===== src/rtl/fsm_sequencer.sv =====
// Sequencer wrapped around the 5-state ring next-state logic: owns the state
// register, gates advance enables by run mode and dwell time, counts laps.
module fsm_sequencer #(
  parameter int unsigned DWELL = 2,
  parameter int unsigned CW    = 8,
  parameter int unsigned LAP_W = 8,
  parameter int unsigned LOOP  = 1
) (
  input  logic             clock,
  input  logic             reset,
  input  logic             start,
  input  logic             abort,
  input  logic [4:0]       ev,
  input  logic [2:0]       y,
  output logic [2:0]       a,
  output logic             i0,
  output logic             i1,
  output logic             i2,
  output logic             i3,
  output logic             i4,
  output logic             busy,
  output logic             lap_done,
  output logic [LAP_W-1:0] laps,
  output logic             err
);

  typedef enum logic [0:0] {IDLE = 1'b0, RUN = 1'b1} mode_t;

  mode_t            mode_r, mode_s;
  logic [2:0]       st_r, st_s;
  logic [CW-1:0]    cnt_r, cnt_s, cnt_inc_s;
  logic [LAP_W-1:0] laps_r, laps_s;
  logic             lap_done_r, lap_s;
  logic             err_r, err_s;
  logic             ev_sel_s;
  logic             en_s;
  logic [4:0]       iv_s;

  // Event bit belonging to the current state
  always_comb begin
    ev_sel_s = 1'b0;
    case (st_r)
      3'd0:    ev_sel_s = ev[0];
      3'd1:    ev_sel_s = ev[1];
      3'd2:    ev_sel_s = ev[2];
      3'd3:    ev_sel_s = ev[3];
      3'd4:    ev_sel_s = ev[4];
      default: ev_sel_s = 1'b0;
    endcase
  end

  // Advance enable: running, event present, dwell satisfied
  always_comb begin
    en_s = 1'b0;
    iv_s = 5'b00000;
    if ((mode_r == RUN) && ev_sel_s && (cnt_r >= CW'(DWELL))) begin
      en_s = 1'b1;
    end else begin
      en_s = 1'b0;
    end
    if (en_s) begin
      iv_s = 5'b00001 << st_r;
    end else begin
      iv_s = 5'b00000;
    end
  end

  assign i0 = iv_s[0];
  assign i1 = iv_s[1];
  assign i2 = iv_s[2];
  assign i3 = iv_s[3];
  assign i4 = iv_s[4];

  assign cnt_inc_s = (cnt_r >= CW'(DWELL)) ? cnt_r : cnt_r + CW'(1);

  // Next mode, state, dwell count, lap and error bookkeeping
  always_comb begin
    mode_s = mode_r;
    st_s   = st_r;
    cnt_s  = cnt_inc_s;
    laps_s = laps_r;
    lap_s  = 1'b0;
    err_s  = err_r;
    if (abort) begin
      mode_s = IDLE;
      st_s   = 3'd0;
      cnt_s  = {CW{1'b0}};
    end else begin
      case (mode_r)
        IDLE: begin
          if (start) begin
            mode_s = RUN;
            cnt_s  = {CW{1'b0}};
          end else begin
            mode_s = IDLE;
          end
        end
        RUN: begin
          // Out-of-ring next state recovers to 0 and is never a lap
          if (y <= 3'd4) begin
            st_s = y;
          end else begin
            st_s  = 3'd0;
            err_s = 1'b1;
          end
          if (st_s != st_r) begin
            cnt_s = {CW{1'b0}};
          end else begin
            cnt_s = cnt_inc_s;
          end
          if ((st_r == 3'd4) && (y == 3'd0)) begin
            lap_s  = 1'b1;
            laps_s = laps_r + LAP_W'(1);
            if (LOOP == 0) begin
              mode_s = IDLE;
            end else begin
              mode_s = RUN;
            end
          end else begin
            lap_s = 1'b0;
          end
        end
        default: begin
          mode_s = IDLE;
          st_s   = 3'd0;
          cnt_s  = {CW{1'b0}};
        end
      endcase
    end
  end

  // Registered state with synchronous reset
  always_ff @(posedge clock) begin
    if (reset) begin
      mode_r     <= IDLE;
      st_r       <= 3'd0;
      cnt_r      <= {CW{1'b0}};
      laps_r     <= {LAP_W{1'b0}};
      lap_done_r <= 1'b0;
      err_r      <= 1'b0;
    end else begin
      mode_r     <= mode_s;
      st_r       <= st_s;
      cnt_r      <= cnt_s;
      laps_r     <= laps_s;
      lap_done_r <= lap_s;
      err_r      <= err_s;
    end
  end

  assign a        = st_r;
  assign busy     = (mode_r == RUN);
  assign lap_done = lap_done_r;
  assign laps     = laps_r;
  assign err      = err_r;

endmodule


===== config.mk =====
export PLATFORM = sky130hd
export DESIGN_NAME = fsm_sequencer
export DESIGN_NICKNAME = d
export VERILOG_FILES = /design/src/rtl/fsm_sequencer.sv
export SDC_FILE = /design/constraint.sdc
export NUM_CORES = 1
export LEC_CHECK = 0
export ABC_AREA = 0
export CAP_MARGIN = 20
export CORE_MARGIN = 4
export CORE_UTILIZATION = 49
export DETAILED_ROUTE_END_ITERATION = 8
export MAX_ROUTING_LAYER = met4
export PLACE_DENSITY = 0.79
export SLEW_MARGIN = 20
export SYNTH_ARGS = -nofsm -noshare
export SYNTH_HDL_FRONTEND = slang
export SYNTH_SLANG_ARGS = --single-unit

===== constraint.sdc =====
create_clock -name clock -period 4.34 [get_ports clock]
set_input_delay 1.085 -clock clock [delete_from_list [all_inputs] [get_ports clock]]
set_output_delay 1.085 -clock clock [all_outputs]
set_load 0.02 [all_outputs]

Word level (Yosys, flattened, before mapping)

Index checks and enable logic that the tools add are counted.

Bits in registers: 22
Latch bits: 0
Memory bits (writable): 0
ROM bits: 0
Input bits: 12
Logic and storage cells: 41
Memories: 0

$add $sub $neg: 2
Multiply operators: 0
Div/mod/pow operators: 0
Magnitude comparators: 2
Equal/unequal tests: 5
Shifts and indexed selects: 1
Mux-type cells: 13
Bitwise operators: 3
Reduce and logical (&&, ||, !) cells: 9

Operators by type and width:

| cell                                                   | number |
|---|---|
| two-way mux 8 bit                                      | 3 |
| adder 8 x 1 -> 8 bit (second input constant)           | 2 |
| case mux 8 bit (2 select lines)                        | 1 |
| two-way mux 3 bit                                      | 3 |
| >= comparator 8 x 2 -> 1 bit (second input constant)   | 1 |
| == test 3 x 2 -> 1 bit (second input constant)         | 2 |
| logical NOT 3 bit                                      | 2 |
| AND reduction 3 bit                                    | 2 |
| two-way mux 5 bit                                      | 1 |
| case mux 1 bit (5 select lines)                        | 1 |
| << shifter 1 x 3 -> 5 bit (first input constant)       | 1 |
| == test 3 x 1 -> 1 bit (second input constant)         | 1 |
| == test 3 bit (second input constant)                  | 1 |
| less-or-equal comparator 3 bit (second input constant) | 1 |
| logical AND 1 bit                                      | 3 |
| two-way mux 1 bit                                      | 3 |
| != test 3 bit                                          | 1 |
| inverter 1 bit                                         | 3 |
| OR reduction 3 bit                                     | 1 |
| case mux 1 bit (2 select lines)                        | 1 |
| OR reduction 2 bit                                     | 1 |

Logic depth before layout (Yosys ltp)

Gate-level depths: netlist of run 1.

Depth after elaboration: 7
Mapped depth: 6
Mapped depth without buffers: 6

Worst setup path before layout of run 1

No wires, ideal clock.

Path type: register -> output
Start: reg cnt_r[0]
End: out i2
Arrival time: 1471 ps
Data required time: 3255 ps
Path slack: 1784 ps
Stages on the path, launching flop included: 7
Path buffers: 0
Path through: dfxtp_1 -> inv_1 -> ha_1 -> nor4_1 -> nand2_1 -> and3b_1 -> and4b_1

Longest elaborated chain between the ends: 4

Ends and longest elaborated chain:

| item                         | RTL line | RTL |
|---|---|---|
| start, declared              | 31       | `logic [CW-1:0] cnt_r, cnt_s, cnt_inc_s;` |
| start signal, assigned       | 137      | `cnt_r <= {CW{1'b0}};` |
| start signal, assigned       | 144      | `cnt_r <= cnt_s;` |
| >= comparator 8 x 2 -> 1 bit | 56       | `if ((mode_r == RUN) && ev_sel_s && (cnt_r >= CW'(DWELL))) begin` |
| logical AND 1 bit            | 56       |  |
| two-way mux 1 bit            | 56       |  |
| two-way mux 5 bit            | 61       | `if (en_s) begin` |
| end, declared                | 18       | `output logic i2,` |

Every way passes these cells.

Final worst setup path of run 1

Ends and elaborated chain as after synthesis.

==> results of run 1 <==
[through the flow]
stage               power (W)  utilization  hold slack [ns]  instances  area (um^2)
global route         0.000407        0.712            0.476        171         1430
floorplan            0.000226            -            0.412        114         1060
global placement     0.000242        0.686            0.421        167         1370
detailed placement   0.000243        0.686            0.428        167         1370
CTS                  0.000396        0.712            0.447        171         1430
finish               0.000393        0.712            0.444        171         1430
[cell families (layout without fill, tap and decap cells)]
group	Yosys count	after routing	share of synthesized area
and+or+nand+nor	52	52	0.300
DFF	22	22	0.415
AOI/OAI and AO/OA	20	20	0.138
buffers and inverters	8	38	0.0365
adders and majority gates	3	3	0.0353
xor gates and xnor gates	8	8	0.0660
muxes	1	1	0.00942
[how the worst min path moves through the flow]
| stage | cells past startpoint | slack [ns] | from | end |
|---|---|---|---|---|
| after floorplan | 2 | 0.41 | cnt_r[5] | cnt_r[5] |
| after global placement | 2 | 0.42 | cnt_r[7] | cnt_r[7] |
| after detailed placement | 2 | 0.43 | cnt_r[4] | cnt_r[4] |
| after CTS | 2 | 0.45 | cnt_r[4] | cnt_r[4] |
| after global routing | 2 | 0.48 | cnt_r[4] | cnt_r[4] |
| final | 2 | 0.44 | cnt_r[4] | cnt_r[4] |
[synthesized netlist by cell type, drive strengths merged, types with 2 or more instances]
cell / number / share of area
dfxtp: 22 / 0.41
nand2: 12 / 0.049
nor2: 10 / 0.035
a21oi: 9 / 0.042
xor2: 5 / 0.041
a2111oi: 4 / 0.042
and2: 4 / 0.024
and4: 4 / 0.034
inv: 4 / 0.014
a31oi: 3 / 0.018
ha: 3 / 0.035
nand4: 3 / 0.018
nor4: 3 / 0.032
xnor2: 3 / 0.025
and3: 2 / 0.012
buf: 2 / 0.015
clkbuf: 2 / 0.0071
nand3: 2 / 0.0094
nor3: 2 / 0.0094
nor3b: 2 / 0.014
o31ai: 2 / 0.014
or4: 2 / 0.014
[where the power goes]
| group | switching (W) | total [W] | internal (W) |
|---|---|---|---|
| Combinational | 0.0000168 | 0.0000332 | 0.0000164 |
| Sequential | 0.00000218 | 0.000206 | 0.000203 |
| Clock | 0.0000610 | 0.000154 | 0.0000933 |
[critical path, cell delays in order (launching register included)]
cell and delay, ns:
dfxtp_1 0.36, inv_1 0.08, ha_1 0.19, nor4_1 0.36
nand2_1 0.18, and3b_1 0.26, and4b_1 0.20, clkdlybuf4s50_1 0.53
[state kept, by name (all words and copies together) (netlist names)]
register and count:
err 1, cnt_r 8, busy 1, a 3, laps 8, lap_done 1
[layout make-up]
class	instances	area, um^2
flip-flops and latches	22	440
clock buffers	3	22.5
fillers	161	577
well taps	27	33.8
inverters	4	15.0
repair buffers	30	300
multi-input cells	84	583
clock inverters	1	30.0
[metal layers]
metal | wire (um) | global-route usage | vias to the layer above | share of wire
met3 | 99 | 0.0327 | 4 | 0.042
met4 | 36 | 0.0747 | 0 | 0.015
met1 | 1060 | 0.217 | 435 | 0.44
met2 | 1190 | 0.327 | 23 | 0.50
li1 | - | - | 475 | -
met5 | 0 | - | - | 0
[layout by cell type, fill, tap and decap left out]
master / synthesis / layout
and2_1: 4 / 4
o311ai_2: 1 / 1
and3_1: 2 / 2
mux2i_1: 1 / 1
and4b_1: 1 / 1
and4_1: 3 / 3
clkbuf_4: 0 / 3
xor2_1: 5 / 5
nor4_4: 1 / 1
o22ai_1: 1 / 1
nor3b_1: 2 / 2
a21oi_1: 9 / 9
nor2_1: 10 / 10
nand4_1: 3 / 3
xnor2_1: 3 / 3
bufinv_16: 0 / 1
nand3_1: 2 / 2
a31oi_1: 3 / 3
ha_1: 3 / 3
a2111oi_2: 1 / 1
nand2_1: 11 / 11
inv_1: 4 / 4
a2111oi_1: 3 / 3
clkdlybuf4s50_1: 0 / 30
and4bb_2: 1 / 1
or2_2: 1 / 1
nand2_4: 1 / 1
and3b_1: 1 / 1
o31ai_1: 2 / 2
or4_1: 2 / 2
nor4_1: 2 / 2
dfxtp_1: 22 / 22
nor2b_1: 1 / 1
nor3_1: 2 / 2
and4_2: 1 / 1
and2b_2: 1 / 1
==> out/qor.txt, run 1 <==
Status -> completed
Area added between synthesis and finish -> 34.2%
Count of different cell masters after synthesis -> 36
Worst-Margin Slew -> 0.640 ns
P_leak -> 0.525 nW
Synth warn -> 0
Global Route Usage Sum -> 0.190
Die width -> 54.6 um
TritonCTS Buffers -> 3
DIE HEIGHT -> 54.6 um
Largest net degree at the start of global routing -> 17
First-pass GRT wire length -> 3950 um
Worst Clk Skew -> 0.00230 ns
Worst hold path type -> reg -> reg
Final period utilization -> 0.816
Post-synth EDFFs -> 0
Fraction of layout cells with a size suffix above 1 -> 0.0833
Initial antenna violation count -> 0
Number of routed nets with antenna violations -> 0
CP Class -> reg -> out
Number of remaining DRC errors -> 0
Antenna fix cells -> 0
Async S/R FF share, synth -> 0
Reg-to-reg critical path endpoint -> laps[7]
Post-Syn Instances -> 114
CP Data Required Time -> 3.25 ns
Max Clk Rate -> 282 MHz
Vias per inst -> 5.48
Die area -> 2980 um^2
Worst setup SP type -> flip-flop
Setup repair bufs after CTS -> 0
Maximum clock path buffer count -> 2
Yosys reg bits -> 22
Slew HR -> 0.573
Core ar. -> 2000 um^2
Final WS setup -> 0.799 ns
Grt total ovfl -> 0
Clk sink count -> 22
H-tree depth -> 1
Register area share after synthesis -> 0.415
Pre-antenna DRT Iters -> 4
Pwr/cell area -> 276 nW/um^2
Ports -> 31
Total negative slack -> 0 ns
CP endpoint -> i2
Initial Util -> 0.531
Crit path DAT -> 2.46 ns
TritonCTS clock tree -> built
Core Rows -> 16
Clk_lat worst skew -> 0.30 ns
Final setup viols -> 0
Critical path origin -> cnt_r[0]
Nets -> 160
Drt wl/cell -> 13.9 um
Post-Syn Nets -> 129
Vias in the first global route -> 917
Clk root buf -> clkbuf_4
Min Tclk post-route -> 3.54 ns
Routability cong. -> 0.726
Syn avg cell area -> 9.32 um^2
Input/output buffers -> 30
Internal reg-to-reg setup slack -> 2.53 ns
Detailed Place HPWL -> 1800 um
Iteration-0 DRC Markers -> 4
WL final -> 2380 um
Synthesized area -> 1060 um^2
Crit end category -> primary output
Worst-path maximum fanout -> 4
Post_cts resized -> 0
R2R cell count -> 4
Placement Setup Slack -> 0.941 ns
Most common flop cell mapped by yosys -> dfxtp_1
Unrepaired setup endpoints after global routing -> no
Reg2reg start -> busy
Final Hold Fails -> 0
Slew Viols, Final -> 0
Vias -> 937
Highest ir drop seen on vdd -> 0.000221 V
Clk pin slew, worst setup/hold paths -> 0.12 ns
Hold_buf cts -> 0
Max_cap viols -> 0
Power figures use the tool's default switching activity.
==> inputs of run 2 (changes only) <==
Settings changed: CORE_UTILIZATION 49 to 41, PLACE_DENSITY 0.79 to 0.71.
Clock period 4.34 ns to 3.18 ns, I/O delays scaled along.
==> run 2 against run 1 <==
Effect of this change: power grew 23%; global-route usage shrank 2.8 points; final area grew 1.4%; critical path type unchanged; largest cell class unchanged; highest routed layer unchanged.
==> out/qor.txt, run 2 (synthesis results as in run 1) <==
Pwr/cell area -> 335 nW/um^2 (was 276 nW/um^2)
CP Data Required Time -> 2.38 ns (was 3.25 ns)
P_leak -> 0.605 nW (was 0.525 nW)
Routability cong. -> 0.781 (was 0.726)
Clk_lat worst skew -> 0.31 ns (was 0.30 ns)
Crit path DAT -> 2.09 ns (was 2.46 ns)
Total negative slack -> 0 ns (unchanged)
First-pass GRT wire length -> 4110 um (was 3950 um)
Cells along the critical path -> and4bb_2 -> and3_1 -> clkdlybuf4s50_1 (was inv_1 -> ha_1 -> nor4_1 -> nand2_1 -> and3b_1 -> and4b_1 -> clkdlybuf4s50_1)
FILL cells -> 233 (was 161)
Drt wl/cell -> 14.7 um (was 13.9 um)
Number of routed nets with antenna violations -> 0 (unchanged)
Min-delay src -> cnt_r[6] (was cnt_r[4])
Highest ir drop seen on vdd -> 0.000212 V (was 0.000221 V)
DIE HEIGHT -> 58.9 um (was 54.6 um)
CP Class -> reg -> out (unchanged)
Post-placement cell count -> 171 (was 167)
Core Rows -> 18 (was 16)
Worst stage delay on the critical path -> 0.60 ns (was 0.53 ns)
Grt total ovfl -> 0 (unchanged)
Vias -> 957 (was 937)
Vias per inst -> 5.47 (was 5.48)
Die area -> 3470 um^2 (was 2980 um^2)
Worst Hold Depth -> 2 (unchanged)
Internal reg-to-reg setup slack -> 1.34 ns (was 2.53 ns)
Final Hold Fails -> 0 (unchanged)
Ports -> 31 (unchanged)
Crit end category -> primary output (unchanged)
Clk root buf -> clkbuf_4 (unchanged)
Die width -> 58.9 um (was 54.6 um)
Clk pin slew, worst setup/hold paths -> 0.12 ns (about the same)
Nets -> 161 (was 160)
Number of remaining DRC errors -> 0 (unchanged)
Commonest non-fill, non-tap cell in the layout -> clkdlybuf4s50_1 (unchanged)
Worst hold path type -> reg -> reg (unchanged)
Worst-Margin Slew -> 0.623 ns (was 0.640 ns)
Largest net degree at the start of global routing -> 17 (unchanged)
Slew HR -> 0.584 (was 0.573)
Critical path's top delay family -> simple AND/OR/NAND/NOR gates (unchanged)
Fraction of layout cells with a size suffix above 1 -> 0.0966 (was 0.0833)
Final period utilization -> 0.907
Antenna fix cells -> 0 (unchanged)
R2R cell count -> 4 (unchanged)
Status -> completed (unchanged)
Hold EP -> cnt_r[6] (was cnt_r[4])
Detailed Place HPWL -> 1830 um (was 1800 um)
Slowest stage cell, crit path -> clkdlybuf4s50_1 (unchanged)
Final setup viols -> 0 (unchanged)
Worst setup SP type -> flip-flop (unchanged)
Worst-path maximum fanout -> 11 (was 4)
Input/output buffers -> 30 (unchanged)
Initial Util -> 0.429 (was 0.531)
TritonCTS Buffers -> 3 (unchanged)
Unrepaired setup endpoints after global routing -> no (unchanged)
Global Route Usage Sum -> 0.161 (was 0.190)
Reg2reg start -> busy (unchanged)
Vias in the first global route -> 902 (was 917)
Reg-to-reg critical path endpoint -> laps[7] (unchanged)
Initial antenna violation count -> 0 (unchanged)
Overall Power -> 0.000484 W (was 0.000393 W)
Worst Clk Skew -> 0.00445 ns (was 0.00230 ns)
Max Clk Rate -> 347 MHz
Hold_ws -> 0.444 ns (about the same)
Clk sink count -> 22 (unchanged)
H-tree depth -> 1 (unchanged)
Slew Viols, Final -> 0 (unchanged)
Core ar. -> 2480 um^2 (was 2000 um^2)
Area added between synthesis and finish -> 36.0% (was 34.2%)
Maximum clock path buffer count -> 2 (unchanged)
Min Tclk post-route -> 2.89 ns
Hold_buf cts -> 0 (unchanged)
Most frequent cells in the layout -> clkdlybuf4s50_1, dfxtp_1, nand2_1, nor2_1, a21oi_1 (unchanged)
Max_cap viols -> 0 (unchanged)
Buf+Inv Stages, Crit Path -> 1 (was 2)
Setup repair bufs after CTS -> 0 (unchanged)
Final cell count without fillers -> 175 (was 171)
Iteration-0 DRC Markers -> 26 (was 4)
TritonCTS clock tree -> built (unchanged)
Pre-antenna DRT Iters -> 5 (was 4)
WL final -> 2570 um (was 2380 um)
==> run 2: cell types whose count changed in the layout (fill, tap and decap cells not counted), sizes merged <==
| cell | change |
|---|---|
| clkdlybuf4s50 | -4 |
| dlymetal6s2s | +4 |
| buf | +1 |
| bufinv | -1 |
| clkbuf | +1 |
==> run 2: cell type report <==
type	instances	area, um^2	area share
timing repair buffer	31	318	0.220
multi-input combinational	84	598	0.414
tap	30	37.5	0.0260
sequential	22	440	0.305
inverter	4	15.0	0.0104
clock buffer	4	36.3	0.0251
==> run 2: layer usage <==
| layer | vias up | share of wire | wire length [um] | global-route usage |
|---|---|---|---|---|
| met3 | 6 | 0.045 | 116 | 0.0417 |
| met2 | 31 | 0.48 | 1230 | 0.241 |
| met5 | - | 0 | 0 | - |
| li1 | 475 | - | - | - |
| met4 | 0 | 0.024 | 63 | 0.0874 |
| met1 | 445 | 0.45 | 1170 | 0.197 |
==> run 2: worst max-delay path by stage <==
stage	startpoint	end	slack (ns)	depth (start not counted)
6_report	busy	i4	0.29	3
5_1_grt	cnt_r[0]	i4	0.19	6
4_1_cts	cnt_r[0]	i2	0.03	7
3_5_place_dp	cnt_r[0]	i2	0.29	7
3_3_place_gp	ev[2]	i2	0.36	3
2_1_floorplan	cnt_r[0]	i2	0.91	6
==> run 2: worst min-delay path, cell delays in order (launching register included) <==
cell     delay, ns
dfxtp_1       0.33
nand2_1       0.05
a21oi_1       0.03
==> run 2: per-stage QoR <==
| stage | utilization | instance area (um^2) | setup WS [ns] |
|---|---|---|---|
| floorplan | - | 1060 | 0.914 |
| CTS | 0.576 | 1430 | 0.0305 |
| global placement | 0.559 | 1380 | 0.360 |
| global route | 0.583 | 1450 | 0.188 |
| finish | 0.583 | 1450 | 0.295 |
| detailed placement | 0.559 | 1380 | 0.292 |
==> run 2: power breakdown <==
part           internal (W)  switching (W)  leakage (nW)  total (W)
sequential         0.000278     0.00000336         0.178   0.000281
combinational     0.0000235      0.0000235         0.407  0.0000470
clock             0.0000699      0.0000866        0.0210   0.000157
total              0.000371       0.000113         0.605   0.000484
==> run 2: repair_timing <==
action	in CTS	in global routing
gates resized for setup	1	5
pin swaps	0	0
setup endpoints to repair	4	4
endpoints found under the hold margin	0	0
==> inputs of run 3 (changes only) <==
Settings changed: CORE_UTILIZATION 41 to 43, CTS_BUF_LIST set to sky130_fd_sc_hd__clkbuf_8, PLACE_DENSITY 0.71 to 0.74.
==> run 3 against run 2 <==
Effect of this change: final area is 1.5% higher; flip-flop and latch count stayed put; combinational power is 1% lower; critical path depth is 2 higher.
==> out/qor.txt, run 3 (synthesis results as in run 1) <==
Status -> completed (unchanged)
TritonCTS clock tree -> built (unchanged)
Worst hold path type -> reg -> reg (unchanged)
Crit end category -> primary output (unchanged)
Area added between synthesis and finish -> 38.0% (was 36.0%)
CP Data Required Time -> 2.38 ns (about the same)
Placement Setup Slack -> 0.352 ns (was 0.292 ns)
Pwr/cell area -> 399 nW/um^2 (was 335 nW/um^2)
Vias in the first global route -> 905 (was 902)
DIE HEIGHT -> 57.7 um (was 58.9 um)
Crit path depth -> 5 (was 3)
First-pass GRT wire length -> 4100 um (was 4110 um)
Clk_lat worst skew -> 0.26 ns (was 0.31 ns)
CP Class -> reg -> out (unchanged)
CP endpoint -> i2 (was i4)
Number of remaining DRC errors -> 0 (unchanged)
Worst-Margin Slew -> 0.644 ns (was 0.623 ns)
Core Rows -> 17 (was 18)
Worst Clk Skew -> 0.00384 ns (was 0.00445 ns)
Most frequent cells in the layout -> clkdlybuf4s50_1, dfxtp_1, nand2_1, nor2_1, a21oi_1 (unchanged)
Critical path origin -> cnt_r[6] (was busy)
Total negative slack -> 0 ns (unchanged)
Max_cap viols -> 0 (unchanged)
Slowest stage cell, crit path -> clkdlybuf4s50_1 (unchanged)
Number of routed nets with antenna violations -> 0 (unchanged)
FILL cells -> 200 (was 233)
Final period utilization -> 0.967 (was 0.907)
Die area -> 3330 um^2 (was 3470 um^2)
Worst-path maximum fanout -> 4 (was 11)
Maximum clock path buffer count -> 2 (unchanged)
Internal power -> 0.000469 W (was 0.000371 W)
Largest net degree at the start of global routing -> 17 (unchanged)
Drt wl/cell -> 13.7 um (was 14.7 um)
Switch share -> 0.198 (was 0.234)
Max Clk Rate -> 325 MHz (was 347 MHz)
Clk pin slew, worst setup/hold paths -> 0.08 ns (was 0.12 ns)
Core ar. -> 2280 um^2 (was 2480 um^2)
Reg2reg start -> busy (unchanged)
Commonest non-fill, non-tap cell in the layout -> clkdlybuf4s50_1 (unchanged)
Reg-to-reg critical path endpoint -> laps[7] (unchanged)
Vias -> 937 (was 957)
Global Route Usage Sum -> 0.159 (was 0.161)
Fraction of layout cells with a size suffix above 1 -> 0.103 (was 0.0966)
Initial antenna violation count -> 0 (unchanged)
Internal reg-to-reg setup slack -> 1.39 ns (was 1.34 ns)
Nets -> 162 (was 161)
Unrepaired setup endpoints after global routing -> no (unchanged)
WL final -> 2390 um (was 2570 um)
Clk sink count -> 22 (unchanged)
Min-delay src -> cnt_r[5] (was cnt_r[6])
Min Tclk post-route -> 3.08 ns (was 2.89 ns)
Antenna fix cells -> 0 (unchanged)
Slew Viols, Final -> 0 (unchanged)
Routability cong. -> 0.746 (was 0.781)
Die width -> 57.7 um (was 58.9 um)
Flop pwr share -> 0.479 (was 0.580)
H-tree depth -> 1 (unchanged)
Slew HR -> 0.570 (was 0.584)
P_leak -> 0.544 nW (was 0.605 nW)
Iteration-0 DRC Markers -> 16 (was 26)
Grt total ovfl -> 0 (unchanged)
Vias per inst -> 5.39 (was 5.47)
Buf+Inv Stages, Crit Path -> 1 (unchanged)
Critical path's top delay family -> simple AND/OR/NAND/NOR gates (unchanged)
TritonCTS Buffers -> 3 (unchanged)
Final setup viols -> 0 (unchanged)
Initial Util -> 0.467 (was 0.429)
Worst stage delay on the critical path -> 0.54 ns (was 0.60 ns)
Pre-antenna DRT Iters -> 4 (was 5)
Highest ir drop seen on vdd -> 0.000594 V (was 0.000212 V)
Ports -> 31 (unchanged)
Crit path DAT -> 2.28 ns (was 2.09 ns)
Setup repair bufs after CTS -> 0 (unchanged)
Input/output buffers -> 30 (unchanged)
Detailed Place HPWL -> 1740 um (was 1830 um)
Comb power frac -> 0.079 (was 0.097)
Util after Layout -> 0.644 (was 0.583)
Final Hold Fails -> 0 (unchanged)
Clk pwr share -> 0.441 (was 0.323)
Clk root buf -> clkbuf_8 (was clkbuf_4)
Final WS setup -> 0.104 ns (was 0.295 ns)
Net load switching power -> 0.000116 W (was 0.000113 W)
R2R cell count -> 4 (unchanged)
Worst setup SP type -> flip-flop (unchanged)
Cells along the critical path -> nor4_1 -> nand2_1 -> and3b_1 -> and4b_1 -> clkdlybuf4s50_1 (was and4bb_2 -> and3_1 -> clkdlybuf4s50_1)
==> run 3: cell count changes in the layout (fill, tap and decap cells not counted), sizes merged <==
| cell | before | now |
|---|---|---|
| buf | 1 | 2 |
| bufinv | 0 | 1 |
| clkbuf | 4 | 3 |
| clkdlybuf4s50 | 26 | 30 |
| dlymetal6s2s | 4 | 0 |
==> run 3: worst min-delay path by stage <==
| stage | endpoint | slack (ns) | cells past startpoint |
|---|---|---|---|
| after global placement | cnt_r[7] | 0.42 | 2 |
| after floorplan | cnt_r[5] | 0.41 | 2 |
| after global routing | cnt_r[6] | 0.46 | 2 |
| final | cnt_r[5] | 0.44 | 2 |
| after CTS | cnt_r[5] | 0.44 | 2 |
| after detailed placement | cnt_r[5] | 0.43 | 2 |
==> run 3: per-stage QoR <==
step	cells	total power, W	hold slack [ns]	instance area [um^2]
floorplan	114	0.000309	0.412	1060
global route	174	0.000608	0.459	1470
finish	174	0.000585	0.436	1470
global placement	170	0.000332	0.419	1390
CTS	174	0.000593	0.439	1460
detailed placement	170	0.000333	0.426	1390
==> run 3: final cells by class <==
| type | count | area [um^2] | area share |
|---|---|---|---|
| multi-input combinational | 84 | 589 | 0.402 |
| sequential | 22 | 440 | 0.300 |
| timing repair buffer | 32 | 315 | 0.215 |
| clock buffer | 3 | 41.3 | 0.0282 |
| tap | 28 | 35.0 | 0.0239 |
| clock inverter | 1 | 30.0 | 0.0205 |
| inverter | 4 | 15.0 | 0.0102 |
==> run 3: repair_timing <==
item,in CTS,in global routing
setup endpoints to repair,0,3
hold buffers,0,0
gates resized for setup,0,1
==> run 3: power by group through the flow <==
stage,clock network [W],registers [W],logic (W)
detailed placement,0,0.000287,0.0000461
global route,0.000277,0.000281,0.0000502
floorplan,0,0.000286,0.0000227
CTS,0.000267,0.000280,0.0000467
finish,0.000258,0.000280,0.0000465
global placement,0,0.000287,0.0000456
==> run 3: routing by layer <==
layer  vias up  share of wire  global-route usage
li1        478              -                   -
met1       435           0.47               0.193
met2        22           0.47               0.252
met3         2          0.046              0.0535
met4         0         0.0059              0.0397
met5         -              0                   -
==> run 3: tightest hold or removal path, cell delays in order, from the launching register on <==
cell and delay (ns):
dfxtp_1 0.31, nand2_1 0.05, a21oi_1 0.03
